`src/rtl/spi_rx_if.sv`:
```
// SPI receive pins plus the parallel word handshake toward the consumer.
interface spi_rx_if #(
   parameter int SIZE = 8
);
   logic            SClk;
   logic            Cs_n;
   logic            SerIn;
   logic            Rd;
   logic [SIZE-1:0] DataOut;
   logic            Valid;
   logic            Overrun;
   logic            FrameErr;
   logic            Busy;

   modport master (
      output SClk, Cs_n, SerIn, Rd,
      input  DataOut, Valid, Overrun, FrameErr, Busy
   );

   modport slave (
      input  SClk, Cs_n, SerIn, Rd,
      output DataOut, Valid, Overrun, FrameErr, Busy
   );
endinterface

```
`src/rtl/spi_rx.sv`:
```
// Mode-0 SPI receiver: words MSB first into a holding register; completion visible 2 Clk after the final SClk rise reaches s1.
// Consumer backpressure is Valid/Rd; a word arriving while Valid is unread is dropped and flagged by sticky Overrun.
module spi_rx #(
   parameter int SIZE = 8
) (
   input  logic     Clk,
   input  logic     Rst,
   spi_rx_if.slave  bus
);
   localparam int CW = (SIZE > 1) ? $clog2(SIZE) : 1;
   localparam logic [CW-1:0] LAST_BIT = CW'(SIZE - 1);

   typedef enum logic [1:0] {
      LOCKOUT = 2'd0,
      IDLE    = 2'd1,
      ACTIVE  = 2'd2
   } state_t;

   state_t          state_q, state_d;

   logic            sclk_s1_q, sclk_s1_d;
   logic            sclk_s2_q, sclk_s2_d;
   logic            sclk_s3_q, sclk_s3_d;
   logic            cs_s1_q, cs_s1_d;
   logic            cs_s2_q, cs_s2_d;
   logic            serin_s1_q, serin_s1_d;
   logic            serin_s2_q, serin_s2_d;

   logic [CW-1:0]   cnt_q, cnt_d;
   logic [SIZE-2:0] shreg_q, shreg_d;
   logic [SIZE-1:0] data_q, data_d;
   logic            valid_q, valid_d;
   logic            overrun_q, overrun_d;
   logic            frame_err_q, frame_err_d;

   logic            rise;
   logic            word_done;
   logic [SIZE-1:0] new_word;

   always_comb begin
      sclk_s1_d  = bus.SClk;
      sclk_s2_d  = sclk_s1_q;
      sclk_s3_d  = sclk_s2_q;
      cs_s1_d    = bus.Cs_n;
      cs_s2_d    = cs_s1_q;
      serin_s1_d = bus.SerIn;
      serin_s2_d = serin_s1_q;
   end

   // serin_s2 is aligned with sclk_s2, so it is the bit present at the detected rise
   assign rise     = sclk_s2_q & ~sclk_s3_q;
   assign new_word = {shreg_q, serin_s2_q};

   always_comb begin
      state_d     = state_q;
      cnt_d       = cnt_q;
      shreg_d     = shreg_q;
      frame_err_d = 1'b0;
      word_done   = 1'b0;
      case (state_q)
         LOCKOUT: begin
            cnt_d = '0;
            if (cs_s2_q) begin
               state_d = IDLE;
            end
         end
         IDLE: begin
            cnt_d = '0;
            if (!cs_s2_q) begin
               state_d = ACTIVE;
            end
         end
         ACTIVE: begin
            if (cs_s2_q) begin
               // deselect ends the frame; any partial word is thrown away
               state_d     = IDLE;
               frame_err_d = (cnt_q != '0);
               cnt_d       = '0;
               shreg_d     = '0;
            end else if (rise) begin
               shreg_d = new_word[SIZE-2:0];
               if (cnt_q == LAST_BIT) begin
                  cnt_d     = '0;
                  word_done = 1'b1;
               end else begin
                  cnt_d = cnt_q + 1'b1;
               end
            end
         end
         default: begin
            state_d = LOCKOUT;
            cnt_d   = '0;
         end
      endcase
   end

   always_comb begin
      data_d    = data_q;
      valid_d   = valid_q;
      overrun_d = overrun_q;
      if (word_done) begin
         valid_d = 1'b1;
         if (valid_q && !bus.Rd) begin
            overrun_d = 1'b1;
         end else begin
            data_d = new_word;
            if (bus.Rd) begin
               overrun_d = 1'b0;
            end
         end
      end else if (bus.Rd) begin
         valid_d   = 1'b0;
         overrun_d = 1'b0;
      end
   end

   always_ff @(posedge Clk) begin
      if (Rst) begin
         state_q     <= LOCKOUT;
         sclk_s1_q   <= 1'b0;
         sclk_s2_q   <= 1'b0;
         sclk_s3_q   <= 1'b0;
         cs_s1_q     <= 1'b0;
         cs_s2_q     <= 1'b0;
         serin_s1_q  <= 1'b0;
         serin_s2_q  <= 1'b0;
         cnt_q       <= '0;
         shreg_q     <= '0;
         data_q      <= '0;
         valid_q     <= 1'b0;
         overrun_q   <= 1'b0;
         frame_err_q <= 1'b0;
      end else begin
         state_q     <= state_d;
         sclk_s1_q   <= sclk_s1_d;
         sclk_s2_q   <= sclk_s2_d;
         sclk_s3_q   <= sclk_s3_d;
         cs_s1_q     <= cs_s1_d;
         cs_s2_q     <= cs_s2_d;
         serin_s1_q  <= serin_s1_d;
         serin_s2_q  <= serin_s2_d;
         cnt_q       <= cnt_d;
         shreg_q     <= shreg_d;
         data_q      <= data_d;
         valid_q     <= valid_d;
         overrun_q   <= overrun_d;
         frame_err_q <= frame_err_d;
      end
   end

   assign bus.DataOut  = data_q;
   assign bus.Valid    = valid_q;
   assign bus.Overrun  = overrun_q;
   assign bus.FrameErr = frame_err_q;
   assign bus.Busy     = (state_q == ACTIVE);
endmodule

```
`src/flat_wrapper.sv`:
```
// flat-port wrapper written by rule: the top's interface ports become plain ports
module spi_rx_flat 
#(
   parameter int SIZE = 8
)
  (Clk, Rst, bus_SClk, bus_Cs_n, bus_SerIn, bus_Rd, bus_DataOut, bus_Valid, bus_Overrun, bus_FrameErr, bus_Busy);
  spi_rx_if #(.SIZE(SIZE)) bus_i ();
  input  logic Clk;
  input  logic Rst;
  input wire logic [$bits(bus_i.SClk)-1:0] bus_SClk;
  input wire logic [$bits(bus_i.Cs_n)-1:0] bus_Cs_n;
  input wire logic [$bits(bus_i.SerIn)-1:0] bus_SerIn;
  input wire logic [$bits(bus_i.Rd)-1:0] bus_Rd;
  output wire logic [$bits(bus_i.DataOut)-1:0] bus_DataOut;
  output wire logic [$bits(bus_i.Valid)-1:0] bus_Valid;
  output wire logic [$bits(bus_i.Overrun)-1:0] bus_Overrun;
  output wire logic [$bits(bus_i.FrameErr)-1:0] bus_FrameErr;
  output wire logic [$bits(bus_i.Busy)-1:0] bus_Busy;
  assign bus_i.SClk = bus_SClk;
  assign bus_i.Cs_n = bus_Cs_n;
  assign bus_i.SerIn = bus_SerIn;
  assign bus_i.Rd = bus_Rd;
  assign bus_DataOut = bus_i.DataOut;
  assign bus_Valid = bus_i.Valid;
  assign bus_Overrun = bus_i.Overrun;
  assign bus_FrameErr = bus_i.FrameErr;
  assign bus_Busy = bus_i.Busy;
  spi_rx #(.SIZE(SIZE)) u_core (.Clk(Clk), .Rst(Rst), .bus(bus_i));
endmodule
```
`config.mk`:
```
export PLATFORM = sky130hd
export DESIGN_NAME = spi_rx_flat
export DESIGN_NICKNAME = d
export VERILOG_FILES = /design/src/rtl/spi_rx_if.sv /design/src/rtl/spi_rx.sv /design/src/flat_wrapper.sv
export SDC_FILE = /design/constraint.sdc
export NUM_CORES = 1
export LEC_CHECK = 0
export CAP_MARGIN = 20
export CORE_MARGIN = 2
export CORE_UTILIZATION = 50
export CTS_CLUSTER_DIAMETER = 200
export DETAILED_ROUTE_END_ITERATION = 10
export GPL_TIMING_DRIVEN = 0
export PLACE_DENSITY = 0.74
export SLEW_MARGIN = 10
export SYNTH_ARGS = -nofsm -noshare
export SYNTH_HDL_FRONTEND = slang
export SYNTH_SLANG_ARGS = --single-unit
```
`constraint.sdc`:
```
create_clock -name Clk -period 1.75 [get_ports Clk]
set_clock_uncertainty 0.1 [all_clocks]
set_input_delay 0.175 -clock Clk [delete_from_list [all_inputs] [get_ports Clk]]
set_output_delay 0.175 -clock Clk [all_outputs]
set_load 0.05 [all_outputs]
```
==> reports/summary.md <==
• **Hold Path Class** input port to flip-flop
• **Initial DRC Count** 11
• **Ports** 18
• **Syn. warnings** 0
• **RSZ-0062 raised after global routing** false
• **Crit Reg-Reg Endpoint** u_core.shreg_q[5]
• **actual transition at the worst max-transition pin** 0.545 ns
• **average routed wire per standard cell** 11.7 um
• **endpoints failing hold** 0
• **CTS sink count** 30
• **weighted congestion at the end of routability-driven global placement** 0.725
• **initial antenna violation count** 0
• **height of the die** 52.0 um
• **final design utilization** 0.660
• **final hold slack** 0.301 ns
• **worst r2r path cells** 3
• **Design Area, Final** 1450 um^2
• **Horiz. Die Dim** 52.0 um
• **minimum period implied by the final worst setup slack** 1.62 ns
• **remaining routing DRC violations** 0
• **Slew Viols, Final** 0
• **slack of the worst reg-to-reg path** 0.14 ns
• **clock root buffer** clkbuf_4
• **antenna violation net count after detailed routing** 0
• **post-synthesis average cell area** 11.0 um^2
• **Nets** 138
• **Clock Tree Buf Depth** 2
• **setup TNS** 0 ns
• **endpoint of the most critical setup path** bus_Busy
• **Core Footprint** 2190 um^2
• **total wire length** 1840 um
• **drt first pass iters** 3
• **Critical Path End Type** primary output
• **Power Density** 891 nW/um^2
• **Data arrival, critical path** 1.35 ns
• **TritonCTS Buffers** 5
• **Area growth, synth to finish** 25.3%
• **Critical Path Start Type** flip-flop
• **final count of negative-setup-slack endpoints** 0
• **global-route total usage across every layer** 0.176
• **clock latency on the worst-skew pair** 0.33 ns
• **sequential-to-total area share from yosys stat** 0.521
• **max-cap violations** 0
• **cell count after synthesis** 105
• **quantity of I/O buffers inserted on ports** 17
• **total number of vias** 785
• **global-route wire length before repair** 3350 um
• **via count of the first global-routing pass** 741
• **Reg-to-Reg Start** u_core.cs_s2_q
• **antenna fix cells** 0
• **crit-path max FO** 6
• **remaining max-slew budget at the tightest pin** 0.637
• **Setup Crit Path Kind** flip-flop to primary output
• **Final period util** 0.926
• **Data required, critical path** 1.47 ns
• **number of nets in the synthesized netlist** 114
• **post-detailed-route via-to-cell ratio** 4.97
• **cts hold-fix bufs** 0
• **count of distinct cell types in the synthesized netlist** 23
• **maximum frequency from static timing analysis** 617 MHz
• **run status** finished clean
• **area enclosed by the die boundary** 2710 um^2
• **synthesized cell area** 1150 um^2
• **Clock Pin Slew Worst Setup and Hold Paths** 0.09 ns
• **largest net degree at the start of global routing** 11
• **Critical Path Source** u_core.state_q[0]
• **share of post-route cells with drive strength above 1** 0.131
• **Post-Place Cell Area** 1360 um^2
• **TritonCTS clock tree** yes
• **Lkg Pwr** 0.623 nW
• **flip-flop and latch count after synthesis** 30
• **half-perimeter wire length after placement** 1290 um
• **CTS HTree Levels** 2
• **effective utilization at floorplan** 0.527
• **count of standard-cell rows** 17
• **residual overflow from global routing** 0
• **VDD IR-drop max** 0.000818 V
## Yosys cell counts
library cell,number,area (um^2)
and4_1,1,8.76
nand2b_1,18,113
nor3b_4,1,18.8
nor3_1,1,5.00
xnor2_1,1,8.76
or2_1,1,6.26
buf_2,1,5.00
buf_4,2,15.0
a22o_1,7,61.3
or4b_4,1,13.8
ha_1,3,37.5
inv_1,2,7.51
nor2_1,5,18.8
a41oi_1,1,8.76
nor3b_1,1,7.51
and2b_4,1,10.0
clkbuf_1,2,7.51
a21oi_1,2,10.0
nor2b_1,11,68.8
o22ai_1,1,6.26
nand3_1,1,5.00
mux2i_1,11,110
dfxtp_1,30,601
## stage by stage
step	setup slack [ns]	power, mW	instances
4_1_cts	0.00106	1.30	158
5_1_grt	0.00471	1.34	158
3_3_place_gp	-0.0384	0.766	150
3_5_place_dp	-0.0456	0.767	150
6_report	0.130	1.29	158
2_1_floorplan	0.215	0.747	105
## cells in the final DEF, fill, tap and decap left out, drive strengths merged, types with 2 or more instances in the layout
| cell type | instances |
|---|---|
| nand2b | 18 |
| ha | 3 |
| a22o | 7 |
| clkinv | 2 |
| nor3b | 2 |
| mux2i | 11 |
| clkbuf | 7 |
| nor2 | 5 |
| buf | 3 |
| dlygate4sd2 | 7 |
| inv | 2 |
| dlymetal6s2s | 4 |
| a21oi | 2 |
| nor2b | 11 |
| clkdlybuf4s50 | 5 |
| dfxtp | 30 |
## kinds of logic after synthesis
| kind of cell | Yosys count | synth area share |
|---|---|---|
| buffers and inverters | 7 | 0.0304 |
| DFF | 30 | 0.521 |
| muxes | 11 | 0.0954 |
| and+or+nand+nor | 42 | 0.239 |
| AOI/OAI and AO/OA | 11 | 0.0748 |
| xor gates and xnor gates | 1 | 0.00759 |
| adders and majority gates | 3 | 0.0325 |
## layout make-up
| cell class | count | area [um^2] |
|---|---|---|
| flip-flops and latches | 30 | 602 |
| clock inverters | 3 | 40.0 |
| multi-input cells | 68 | 520 |
| well taps | 28 | 35.0 |
| repair buffers | 17 | 173 |
| inverters | 2 | 7.51 |
| clock buffers | 5 | 37.5 |
| fillers | 193 | 746 |
| plain buffers | 5 | 30.0 |
## where the power goes
| part | internal [mW] | switching (mW) |
|---|---|---|
| logic | 0.0308 | 0.0240 |
| clock network | 0.296 | 0.240 |
| registers | 0.691 | 0.00549 |
## worst min path at each step
stage	from	to	slack, ns	cells past startpoint
final	bus_SerIn	u_core.serin_s1_q	0.30	2
after global routing	bus_SerIn	u_core.serin_s1_q	0.30	2
after CTS	bus_SClk	u_core.sclk_s1_q	0.29	2
after detailed placement	u_core.cs_s1_q	u_core.cs_s2_q	0.33	1
after global placement	u_core.sclk_s1_q	u_core.sclk_s2_q	0.32	1
after floorplan	bus_Rd	u_core.bus.Overrun	0.15	1
## worst max-delay path, cell delays in order, from the launching register on
cell and delay [ns]:
dfxtp_1 0.35, and2b_4 0.29, clkdlybuf4s15_2 0.37
## timing repair
item / 4_1_cts / 5_1_grt
resized for setup: 10 / 8
setup buffers: 0 / 0
endpoints found under the setup margin: 8 / 12
cloned: 0 / 0
## state kept, by name, indices dropped and copies added (netlist names), 2 cells and up
signal              flops
u_core.bus.DataOut      8
u_core.cnt_q            3
u_core.shreg_q          7
u_core.state_q          2
## per-layer routing
layer  wire [um]  share of wire  track usage  vias to the layer above
li1            -              -            -                      403
met1         909           0.49        0.222                      362
met2         795           0.43        0.251                       16
met3         112          0.061       0.0862                        4
met4          26          0.014       0.0789                        0
met5           0              0            0                        -
No activity file was read; power rests on OpenSTA's default activity.
